$ cat config.mk
export PLATFORM = sky130hd
export DESIGN_NAME = uart_expr_parser
export DESIGN_NICKNAME = d
export VERILOG_FILES = /design/src/rtl/uart_expr_parser.sv
export SDC_FILE = /design/constraint.sdc
export NUM_CORES = 1
export LEC_CHECK = 0
export CORE_AREA = 4 4 99 101
export DETAILED_ROUTE_END_ITERATION = 8
export DIE_AREA = 0 0 103 105
export GPL_TIMING_DRIVEN = 1
export SYNTH_ARGS = -nofsm -noshare
export SYNTH_HDL_FRONTEND = slang
export SYNTH_SLANG_ARGS = --single-unit
$ cat constraint.sdc
create_clock -name clk -period 2.59 [get_ports clk]
set_input_delay 0.518 -clock clk [delete_from_list [all_inputs] [get_ports clk]]
set_output_delay 0.518 -clock clk [all_outputs]
set_load 0.02 [all_outputs]
$ cat src/rtl/uart_expr_parser.sv
// ASCII expression parser: assembles "<A><op><B>" from UART bytes into binary operands
// for the ALU. Define PARSER_ECHO_EN to echo received bytes to uart_tx via a 1-entry buffer.
module uart_expr_parser #(
  parameter int unsigned DATA_W     = 16,
  parameter int unsigned MAX_DIGITS = 2
) (
  input  logic              clk,
  input  logic              rst_n,
  input  logic [7:0]        rx_data,
  input  logic              rx_done,
  input  logic              calc_ready,
  output logic              calc_valid,
  output logic [DATA_W-1:0] op_a,
  output logic [DATA_W-1:0] op_b,
  output logic [1:0]        op_sel,
`ifdef PARSER_ECHO_EN
  output logic [7:0]        tx_data,
  output logic              tx_start,
  input  logic              tx_busy,
`endif
  output logic              err
);

  localparam int unsigned CntW = $clog2(MAX_DIGITS + 1);
  localparam logic [CntW-1:0] CntMax = CntW'(MAX_DIGITS);

  typedef enum logic [1:0] {StA, StB, StEmit, StErr} state_e;

  state_e              state_q, state_d;
  logic [DATA_W-1:0]   acc_a_q, acc_a_d;
  logic [DATA_W-1:0]   acc_b_q, acc_b_d;
  logic [CntW-1:0]     cnt_q, cnt_d;
  logic [1:0]          op_sel_q, op_sel_d;
  logic                pend_err_q, pend_err_d;

  logic                is_digit, is_op, is_term, is_space, is_cr;
  logic [3:0]          digit;
  logic [1:0]          op_code;
  logic                rx_byte;

  function automatic logic [DATA_W-1:0] mac10(input logic [DATA_W-1:0] acc,
                                              input logic [3:0] d);
    return (acc << 3) + (acc << 1) + {{(DATA_W-4){1'b0}}, d};
  endfunction

  always_comb begin
    is_digit = (rx_data >= 8'h30) && (rx_data <= 8'h39);
    digit    = rx_data[3:0];
    is_space = (rx_data == 8'h20);
    is_cr    = (rx_data == 8'h0D);
    is_term  = is_cr || (rx_data == 8'h3D);
    is_op    = 1'b1;
    op_code  = 2'b00;
    case (rx_data)
      8'h2B:   op_code = 2'b00;
      8'h2D:   op_code = 2'b01;
      8'h2A:   op_code = 2'b10;
      8'h2F:   op_code = 2'b11;
      default: is_op = 1'b0;
    endcase
    // Spaces are transparent everywhere, so they never count as a received byte.
    rx_byte = rx_done && !is_space;
  end

  always_comb begin
    state_d    = state_q;
    acc_a_d    = acc_a_q;
    acc_b_d    = acc_b_q;
    cnt_d      = cnt_q;
    op_sel_d   = op_sel_q;
    pend_err_d = pend_err_q;
    unique case (state_q)
      StA: begin
        if (rx_byte) begin
          if (is_digit && cnt_q != CntMax) begin
            acc_a_d = mac10(acc_a_q, digit);
            cnt_d   = cnt_q + 1'b1;
          end else if (is_op && cnt_q != '0) begin
            op_sel_d = op_code;
            cnt_d    = '0;
            state_d  = StB;
          end else begin
            state_d = StErr;
          end
        end
      end
      StB: begin
        if (rx_byte) begin
          if (is_digit) begin
            acc_b_d = mac10(acc_b_q, digit);
            cnt_d   = cnt_q + 1'b1;
            if (cnt_q + 1'b1 == CntMax) state_d = StEmit;
          end else if (is_term && cnt_q != '0) begin
            state_d = StEmit;
          end else begin
            state_d = StErr;
          end
        end
      end
      StEmit: begin
        // A byte arriving mid-handshake is dropped; the error takes effect after transfer.
        if (rx_byte) pend_err_d = 1'b1;
        if (calc_ready) begin
          acc_a_d    = '0;
          acc_b_d    = '0;
          cnt_d      = '0;
          pend_err_d = 1'b0;
          state_d    = (pend_err_q || rx_byte) ? StErr : StA;
        end
      end
      StErr: begin
        if (rx_done && is_cr) begin
          acc_a_d = '0;
          acc_b_d = '0;
          cnt_d   = '0;
          state_d = StA;
        end
      end
      default: state_d = StErr;
    endcase
  end

  always_ff @(posedge clk or negedge rst_n) begin
    if (!rst_n) begin
      state_q    <= StA;
      acc_a_q    <= '0;
      acc_b_q    <= '0;
      cnt_q      <= '0;
      op_sel_q   <= 2'b00;
      pend_err_q <= 1'b0;
    end else begin
      state_q    <= state_d;
      acc_a_q    <= acc_a_d;
      acc_b_q    <= acc_b_d;
      cnt_q      <= cnt_d;
      op_sel_q   <= op_sel_d;
      pend_err_q <= pend_err_d;
    end
  end

  assign calc_valid = (state_q == StEmit);
  assign err        = (state_q == StErr);
  assign op_a       = acc_a_q;
  assign op_b       = acc_b_q;
  assign op_sel     = op_sel_q;

`ifdef PARSER_ECHO_EN
  logic       echo_full_q, echo_full_d;
  logic [7:0] echo_data_q, echo_data_d;

  always_comb begin
    echo_full_d = echo_full_q;
    echo_data_d = echo_data_q;
    tx_start    = echo_full_q && !tx_busy;
    if (tx_start) echo_full_d = 1'b0;
    // Only an empty buffer takes a new byte; otherwise the echo is lost.
    if (rx_done && state_q != StErr && !echo_full_q) begin
      echo_full_d = 1'b1;
      echo_data_d = rx_data;
    end
  end

  always_ff @(posedge clk or negedge rst_n) begin
    if (!rst_n) begin
      echo_full_q <= 1'b0;
      echo_data_q <= 8'h00;
    end else begin
      echo_full_q <= echo_full_d;
      echo_data_q <= echo_data_d;
    end
  end

  assign tx_data = echo_data_q;
`endif

endmodule

==> metrics, run 1 <==
status complete, no violations; cts bufs inserted 5; Clock Tree Root clkbuf_8; clock sinks 39; crit path kind reg -> reg; WL per Instance 14.9 µm; Synth Instances 367; YS warnings 0; most used flip-flop cell after synthesis dfrtp_1; final hold violations 0; CTS HTree Levels 2; DR pass1 iterations 4; CP startpoint kind flip-flop; Setup Skew 0.00541 ns; sequential share of the synthesized area about 28%; largest net degree at the start of global routing 40; worst path required time 2.77 ns; Peak VDD IR 0.000317 V; DR vias approximately 3000; area leader, netlist dfrtp_1; vias in the first global route 3010; Layout Nets ~520; Die X 103 µm; ys async rst share 100%; layout cells sized above 1 19.5%; DR iter-0 viols 67; total die area 10800 µm²; max cap viols 0; Post-Syn Area per Cell 9.52 µm²; worst slack, placed -0.756 ns; Final Routed Wirelength 8370 µm; DP Wirelength approximately 6500 µm; clock latency on the worst-skew pair 0.29 ns; Core Footprint 9020 µm²; GRT Residual Overflow 0; worst-path fanout max 3; Least-Margin Pin Slew 0.930 ns; Clk pin slew, worst setup/hold paths 0.08 ns; PD cells 456 nW/µm²; Setup WS post-layout ~0.066 ns; Yosys top cell area share between 20% and 30%; RR Startpoint op_a[0]; Final period util 97.5%; f_max roughly 0.40 GHz; CTS tree yes; Initial Util around 39%; Leakage approximately 0.0022 µW; count of different cell masters after synthesis 59; worst hold path class in -> async; crit path DAT around 2.7 ns; worst-case clock buffer depth 2; register area a little under 1000 µm²; Mapped Area 3490 µm²; first-pass GRT wire length 14500 µm; DR DRC count 0; Ports 48; endpoints failing setup 0; Crit. End Element flip-flop; Slew HR 38.0%; synth top area cells dfrtp_1, ha_1, xnor2_1; Die Ht 105 µm; Fill cells between 800 and 900; Area Overhead vs Synth 31.6%; min Tclk post-route 2.52 ns; Yosys reg bits 39; via-per-instance ratio 5.37; RSZ-0062 raised after global routing yes; final antenna-violating net count 0; PortBufs 47; GRT Resource Usage Total 16.2%; syn nets approximately 440; Antenna diodes 0; Post-synth EDFFs 0; # rows 35; max-slew violation count 0; initial antenna violation count 0; setup_tns 0 ns; reg-to-reg critical path endpoint op_a[10]; FF-to-FF setup slack 0.07 ns; routability cong. 0.842; multi-input logic area 2500 µm²; Reg2Reg Depth 11
timing repair:
item | in CTS | in global routing
buffers inserted | 2 | 4
endpoints found under the setup margin | 20 | 13
hold buffers | 0 | 0
pin swaps | 13 | 18
gates resized for setup | 13 | 17
layout make-up:
type	instances	share of cell area (%)
repair buffers	85	17.2
multi-input cells	301	54.3
clock inverters	2	0.763
clock buffers	6	1.80
inverters	19	1.63
flip-flops and latches	39	21.2
well taps	111	3.02
state kept, by name (all words and copies together), names as in the netlist:
register / flops
op_sel: 2
state_q: 2
op_a: 16
op_b: 16
cnt_q: 2
pend_err_q: 1
cell usage after synthesis (all sizes together) (3+ instances only):
library cell   n
ha            55
dfrtp         39
nand2         30
o21ai         29
a21oi         24
a22o          21
inv           19
xnor2         18
nor2          16
nor3          10
a21o           9
nand3          8
xor2           8
and2           6
and3           6
a211oi         5
clkbuf         5
nand2b         5
o21a           5
o21bai         5
fa             4
buf            3
nand4          3
nor2b          3
worst max-delay path, stage by stage (launching register included):
cell       delay, ns
dfrtp_1         0.36
inv_2           0.04
fa_1            0.54
inv_2           0.05
fa_2            0.33
a21o_1          0.20
a221oi_2        0.27
buf_4           0.17
o2bb2ai_4       0.14
buf_6           0.13
xnor2_2         0.10
o21ai_1         0.08
how the worst max path moves through the flow:
stage                          start        to  slack [ns]  depth (start not counted)
final                        op_a[0]  op_a[10]        0.07                         11
after CTS                    op_a[2]  op_a[14]       -0.03                         11
after floorplan           rx_data[3]  op_a[12]       -0.14                         10
after global routing         op_a[0]  op_a[10]       -0.04                         11
after global placement    rx_data[3]  op_b[15]       -0.76                         12
after detailed placement  rx_data[3]  op_b[15]       -0.76                         12
cell families after synthesis:
family,share of synthesized area [%]
AO/OA/AOI/OAI,25.0
buffers and inverters,3.33
adder cells (fa/ha/maj),22.0
AND/OR/NAND/NOR,14.9
multiplexers,0.287
flip-flops,27.9
XOR/XNOR,6.52
metal layers:
metal	share of wire (%)	track usage, %	vias to the layer above
met2	47	26.3	37
met4	0.99	3.61	0
met3	2.3	1.94	4
met5	0	0	-
met1	50	23.0	1439
li1	-	-	1543
through the flow:
step | util, % | std cells | cell area [µm²] | power, µW | hold WS [ns]
after floorplan | - | 367 | 3520 | 1200 | 0.222
after global placement | 48.3 | 549 | 4360 | 1550 | 0.475
after detailed placement | 48.3 | 549 | 4360 | 1560 | 0.465
after CTS | 50.1 | 559 | 4520 | 2120 | 0.400
after global routing | 50.9 | 563 | 4590 | 2240 | 0.452
final | 50.9 | 563 | 4590 | 2090 | 0.365
cell usage in the layout, fill, tap and decap left out, types with 6 or more instances in the layout:
cell type,netlist,final
o21ai_1,2,6
a21o_1,9,9
nand3_1,8,8
xnor2_1,18,17
buf_4,0,33
ha_1,55,53
nor3_1,9,6
dfrtp_1,39,39
inv_1,19,14
a21oi_1,23,22
clkbuf_8,0,6
o21ai_0,24,20
a22o_1,16,16
nand2_1,30,30
nor2_1,16,16
and2_1,6,6
xor2_1,8,8
clkdlybuf4s50_1,0,43
where the power goes:
group | switching [µW] | internal (µW) | total [µW]
sequential | 46.8 | 647 | 694
combinational | 458 | 396 | 854
clock | 233 | 312 | 545
Power figures use the tool's default switching activity.
==> run 2: changes to the inputs <==
--- a/config.mk
+++ b/config.mk
@@ -8,7 +8,9 @@
 export CORE_AREA = 4 4 99 101
 export DETAILED_ROUTE_END_ITERATION = 8
 export DIE_AREA = 0 0 103 105
+export DONT_BUFFER_PORTS = 1
 export GPL_TIMING_DRIVEN = 1
+export SLEW_MARGIN = 10
 export SYNTH_ARGS = -nofsm -noshare
 export SYNTH_HDL_FRONTEND = slang
 export SYNTH_SLANG_ARGS = --single-unit
==> run 2 against run 1 <==
Effect of this change:
- sequential power rose by 3%
- first-iteration DRC count rose by 25%
- combinational power fell by 23%
- non-clock buffer count fell by 48
- via count fell by 5.7%
- setup slack got worse by 0.039 ns
- fmax fell by 1.5%
- critical path type unchanged
- critical endpoint is now op_a[14]
- largest cell class unchanged
- largest power group is now sequential cells
==> metrics, run 2 (synthesis results as in run 1) <==
worst-case clock buffer depth 2 (unchanged); Die Ht 105 µm (unchanged); Die X 103 µm (unchanged); final hold violations 0 (unchanged); cts bufs inserted 5 (unchanged); crit path kind reg -> reg; worst path required time 2.77 ns (about the same); Cell Count, Final, Fillers Out 513 (-8.9%); Layout Nets 474 (-9.2%); most frequent cells in the layout ha_1, dfrtp_1, buf_4; Initial Util 38.7% (unchanged); register area 976 µm² (unchanged); largest net degree at the start of global routing 40 (unchanged); clock sinks 39 (unchanged); Slew HR 56.2% (+18 points); f_max 0.390 GHz (-1.5%); Least-Margin Pin Slew 0.657 ns (-0.273 ns); DP Wirelength 6410 µm (-1.8%); Final period util 99.0% (+1.5 points); clock latency on the worst-skew pair 0.29 ns (about the same); DR iter-0 viols 84 (+25%); crit path DAT 2.74 ns (+0.04 ns); layout cells sized above 1 18.7% (-0.81 points); Peak VDD IR 0.000263 V (-17%); vias in the first global route 2895 (-3.8%); endpoints failing setup 0 (unchanged); Power, Total 1780 µW (-15%); Ports 48 (unchanged); Util after Layout 44.7% (-6.2 points); Clk pin slew, worst setup/hold paths 0.08 ns (about the same); min Tclk post-route 2.56 ns (+0.0389 ns); Fill cells 877 (+1.5%); CTS tree yes; GRT Residual Overflow 0 (unchanged); PD cells 441 nW/µm² (-3.2%); via-per-instance ratio 5.56 (+3.5%); worst-path fanout max 3 (unchanged); GRT Resource Usage Total 16.1% (-0.13 points); total die area 10800 µm² (unchanged); status complete, no violations; hold slack 0.0582 ns (-0.307 ns); first-pass GRT wire length 14200 µm (-2.1%); PortBufs 0 (-100%); Final Routed Wirelength 8330 µm (-0.53%); CP startpoint kind flip-flop; multi-input logic area 2470 µm² (-0.95%); Placed Cells 503 (-8.4%); Clock Tree Root clkbuf_8; Core Footprint 9020 µm² (unchanged); max-slew violation count 0 (unchanged); initial antenna violation count 0 (unchanged); DR pass1 iterations 4 (unchanged); Crit. End Element flip-flop; routability cong. 0.889 (+5.6%); max cap viols 0 (unchanged); final antenna-violating net count 0 (unchanged); worst hold path class in -> async; Leakage 0.00202 µW (-8.6%); most common cell after layout, fill and taps aside ha_1; CTS HTree Levels 2 (unchanged); WL per Instance 16.2 µm (+9.2%); Area Overhead vs Synth 15.5%; # rows 35 (unchanged); RSZ-0062 raised after global routing yes; DR DRC count 0 (unchanged); Antenna diodes 0 (unchanged); DR vias 2850 (-5.7%); Setup Skew 0.00762 ns (+0.00221 ns)
run 2: area by class of cell:
type                            instances  area share [%]
Sequential cell                        39            24.2
Timing Repair Buffer                   37            7.38
Clock buffer                            6            1.80
Tap cell                              111            3.44
Multi-Input combinational cell        301            61.3
Inverter                               19            1.86
run 2: path summary, 6_finish.rpt:
kind	start	end	slack, ns	cells past startpoint
max reg2reg	op_a[0]	op_a[14]	0.03	11
max in group asynchronous	rst_n	op_b[11]	2.34	1
min in group clk	calc_ready	pend_err_q	0.30	1
min	rst_n	op_a[13]	0.06	1
min reg2reg	pend_err_q	pend_err_q	0.53	2
max	op_a[0]	op_a[14]	0.03	11
run 2: power by group:
group / total (µW) / switching [µW] / internal, µW
registers: 713 / 66.1 / 647
clock network: 405 / 224 / 180
logic: 661 / 401 / 260
total: 1780 / 692 / 1090
run 2: metal layers:
layer	global-route usage, %	routed length, µm
met4	4.90	147
met3	2.94	346
met2	25.0	3820
met1	22.5	4010
met5	0	0
run 2: through the flow:
stage / TNS, ns / worst slack (ns) / cell area (µm²)
after CTS: 0 / 0.00134 / 3970
after detailed placement: -0.992 / -0.144 / 3860
after global placement: -0.874 / -0.141 / 3860
final: 0 / 0.0270 / 4030
after global routing: -0.177 / -0.102 / 4030
after floorplan: -0.187 / -0.143 / 3520
run 2: worst max-delay path: stages, from the launching register on:
cell and delay [ns]:
dfrtp_1 0.39, inv_2 0.05, fa_1 0.51, inv_2 0.05
fa_2 0.35, a21o_1 0.21, a221oi_2 0.26, buf_4 0.18
o2bb2ai_4 0.14, nor4_2 0.07, nor3_2 0.19, o21ai_2 0.06
run 2: timing repair:
item	in CTS	in global routing
endpoints found under the hold margin	39	0
buffers inserted	0	3
hold buffers	1	0
endpoints found under the setup margin	0	7
gates resized for setup	0	10
==> run 3: changes to the inputs <==
--- a/config.mk
+++ b/config.mk
@@ -5,11 +5,12 @@
 export SDC_FILE = /design/constraint.sdc
 export NUM_CORES = 1
 export LEC_CHECK = 0
-export CORE_AREA = 4 4 99 101
+export CORE_AREA = 2 2 97 99
 export DETAILED_ROUTE_END_ITERATION = 8
-export DIE_AREA = 0 0 103 105
+export DIE_AREA = 0 0 99 101
 export DONT_BUFFER_PORTS = 1
 export GPL_TIMING_DRIVEN = 1
+export MAX_ROUTING_LAYER = met4
 export SLEW_MARGIN = 10
 export SYNTH_ARGS = -nofsm -noshare
 export SYNTH_HDL_FRONTEND = slang
==> run 3 against run 2 <==
Effect of this change:
- clock power grew 7.4%
- flip-flop and latch count is the same
- global-route usage grew 1.5 points
- via count grew 1.2%
- sequential power shrank 2%
- total power shrank 1.1%
- clock skew grew 0.0083 ns
- non-clock buffer count shrank 6
- wire length shrank 2.3%
- count of clock-buffer cells in the layout is the same
- cell count shrank 0.97%
- highest routed layer unchanged
==> metrics, run 3 (synthesis results as in run 1) <==
status complete, no violations; DR vias 2884 (+1.2%); Initial Util 38.9% (+0.19 points); cts bufs inserted 5 (unchanged); hold slack 0.0588 ns (+0.000565 ns); worst-case clock buffer depth 2 (unchanged); Peak VDD IR 0.000225 V (-14%); first-pass GRT wire length 14100 µm (-0.59%); Clock Tree Root clkbuf_8; largest net degree at the start of global routing 40 (unchanged); Int Power 1080 µW (-0.75%); DR iter-0 viols 100 (+19%); max-slew violation count 0 (unchanged); Least-Margin Pin Slew 0.524 ns (-0.133 ns); clock sinks 39 (unchanged); Setup Skew 0.0159 ns (+0.00825 ns); Leakage 0.00199 µW (-1.7%); worst-path fanout max 3 (unchanged); DP Wirelength 6180 µm (-3.7%); Die Ht 101 µm (-3.8%); Clk pwr share 24.7% (+1.9 points); max cap viols 0 (unchanged); multi-input logic area 2470 µm² (about the same); f_max 0.396 GHz (+1.5%); Die X 99 µm (-3.9%); Layout Nets 468 (-1.3%); layout cells sized above 1 18.9% (+0.23 points); WL per Instance 16.0 µm (-1.4%); min Tclk post-route 2.53 ns (-0.0375 ns); CTS tree yes; vias in the first global route 2841 (-1.9%); Ports 48 (unchanged); crit path DAT 2.71 ns (-0.03 ns); Core Footprint 8980 µm² (-0.49%); crit path kind reg -> reg; Area Overhead vs Synth 14.7%; clock latency on the worst-skew pair 0.30 ns (about the same); worst path required time 2.77 ns (about the same); CTS HTree Levels 2 (unchanged); # rows 35 (unchanged); CP startpoint kind flip-flop; most frequent cells in the layout ha_1, dfrtp_1, nand2_1, buf_4, a21oi_1; PD cells 439 nW/µm² (-0.41%); via-per-instance ratio 5.68 (+2.2%); most common cell after layout, fill and taps aside ha_1; routability cong. 0.866 (-2.6%); switching power total 681 µW (-1.5%); Slew HR 64.9% (+8.7 points); RSZ-0062 raised after global routing yes; DR pass1 iterations 4 (unchanged); sw frac 38.7% (-0.19 points); final hold violations 0 (unchanged); GRT Resource Usage Total 17.6% (+1.5 points); DP Area 3830 µm² (-0.97%); Clk pin slew, worst setup/hold paths 0.08 ns (about the same); PortBufs 0 (unchanged); Comb pwr share 35.7% (-1.5 points); total die area 10000 µm² (-7.5%); final antenna-violating net count 0 (unchanged); initial antenna violation count 0 (unchanged); Final period util 97.5% (-1.4 points); Antenna diodes 0 (unchanged); DR DRC count 0 (unchanged); Fill cells 876 (-0.11%); worst hold path class in -> async; FF-to-FF setup slack 0.06 ns (+0.04 ns); GRT Residual Overflow 0 (unchanged); post-layout instance area 4010 µm² (-0.65%); Crit. End Element flip-flop; register area 978 µm² (+0.26%); Final Routed Wirelength 8130 µm (-2.3%); Seq pwr share 39.5% (-0.6 points); endpoints failing setup 0 (unchanged); Util after Layout 44.6% (-0.075 points)
run 3: metal layers:
layer,wire length (µm),track usage [%],vias to the layer above
met5,0,-,-
met4,87,4.11,0
met3,365,2.64,7
met2,3740,27.6,61
met1,3940,24.2,1386
li1,-,-,1430
run 3: what timing repair did:
action	in CTS	in global routing
buffers inserted	2	0
endpoints found under the hold margin	39	0
hold buffers	1	0
pin swaps	5	5
gates cloned	0	0
gates resized for setup	3	13
endpoints found under the setup margin	1	9
run 3: critical path, cell delays in order, from the launching register on:
cell	delay (ns)
dfrtp_1	0.37
inv_2	0.05
fa_1	0.54
inv_2	0.05
fa_2	0.34
a21o_1	0.19
a221oi_2	0.27
buf_4	0.17
o2bb2ai_4	0.13
nor4_2	0.06
nor3_1	0.18
o21ai_2	0.07
run 3: final cells by class:
type	count	share of cell area, %
multi-input combinational	301	61.7
sequential	39	24.4
timing repair buffer	31	6.31
tap	111	3.47
clock buffer	6	2.06
inverter	19	1.87
clock inverter	1	0.125
run 3: power groups by stage:
| stage | Clock (µW) | Combinational (µW) | Sequential [µW] |
|---|---|---|---|
| floorplan | 0 | 510 | 695 |
| global placement | 0 | 609 | 706 |
| detailed placement | 0 | 612 | 706 |
| CTS | 455 | 631 | 695 |
| global route | 474 | 701 | 707 |
| finish | 435 | 629 | 696 |
run 3: stage by stage:
stage,cells,TNS (ns),total power (µW),worst slack (ns)
2_1_floorplan,367,-0.187,1200,-0.143
3_3_place_gp,498,-0.944,1310,-0.136
3_5_place_dp,498,-1.15,1320,-0.145
4_1_cts,508,-0.000670,1780,-0.000670
5_1_grt,508,-0.248,1880,-0.103
6_report,508,0,1760,0.0646
run 3: path summary, 6_finish.rpt:
kind,end,cells after the start,from
worst min-delay path,op_a[3],1,rst_n
worst max register to register,op_a[14],11,op_a[2]
worst min register to register,pend_err_q,2,pend_err_q
max in group asynchronous,op_b[14],1,rst_n
worst max-delay path,op_a[14],11,op_a[2]
min in group clk,pend_err_q,1,calc_ready
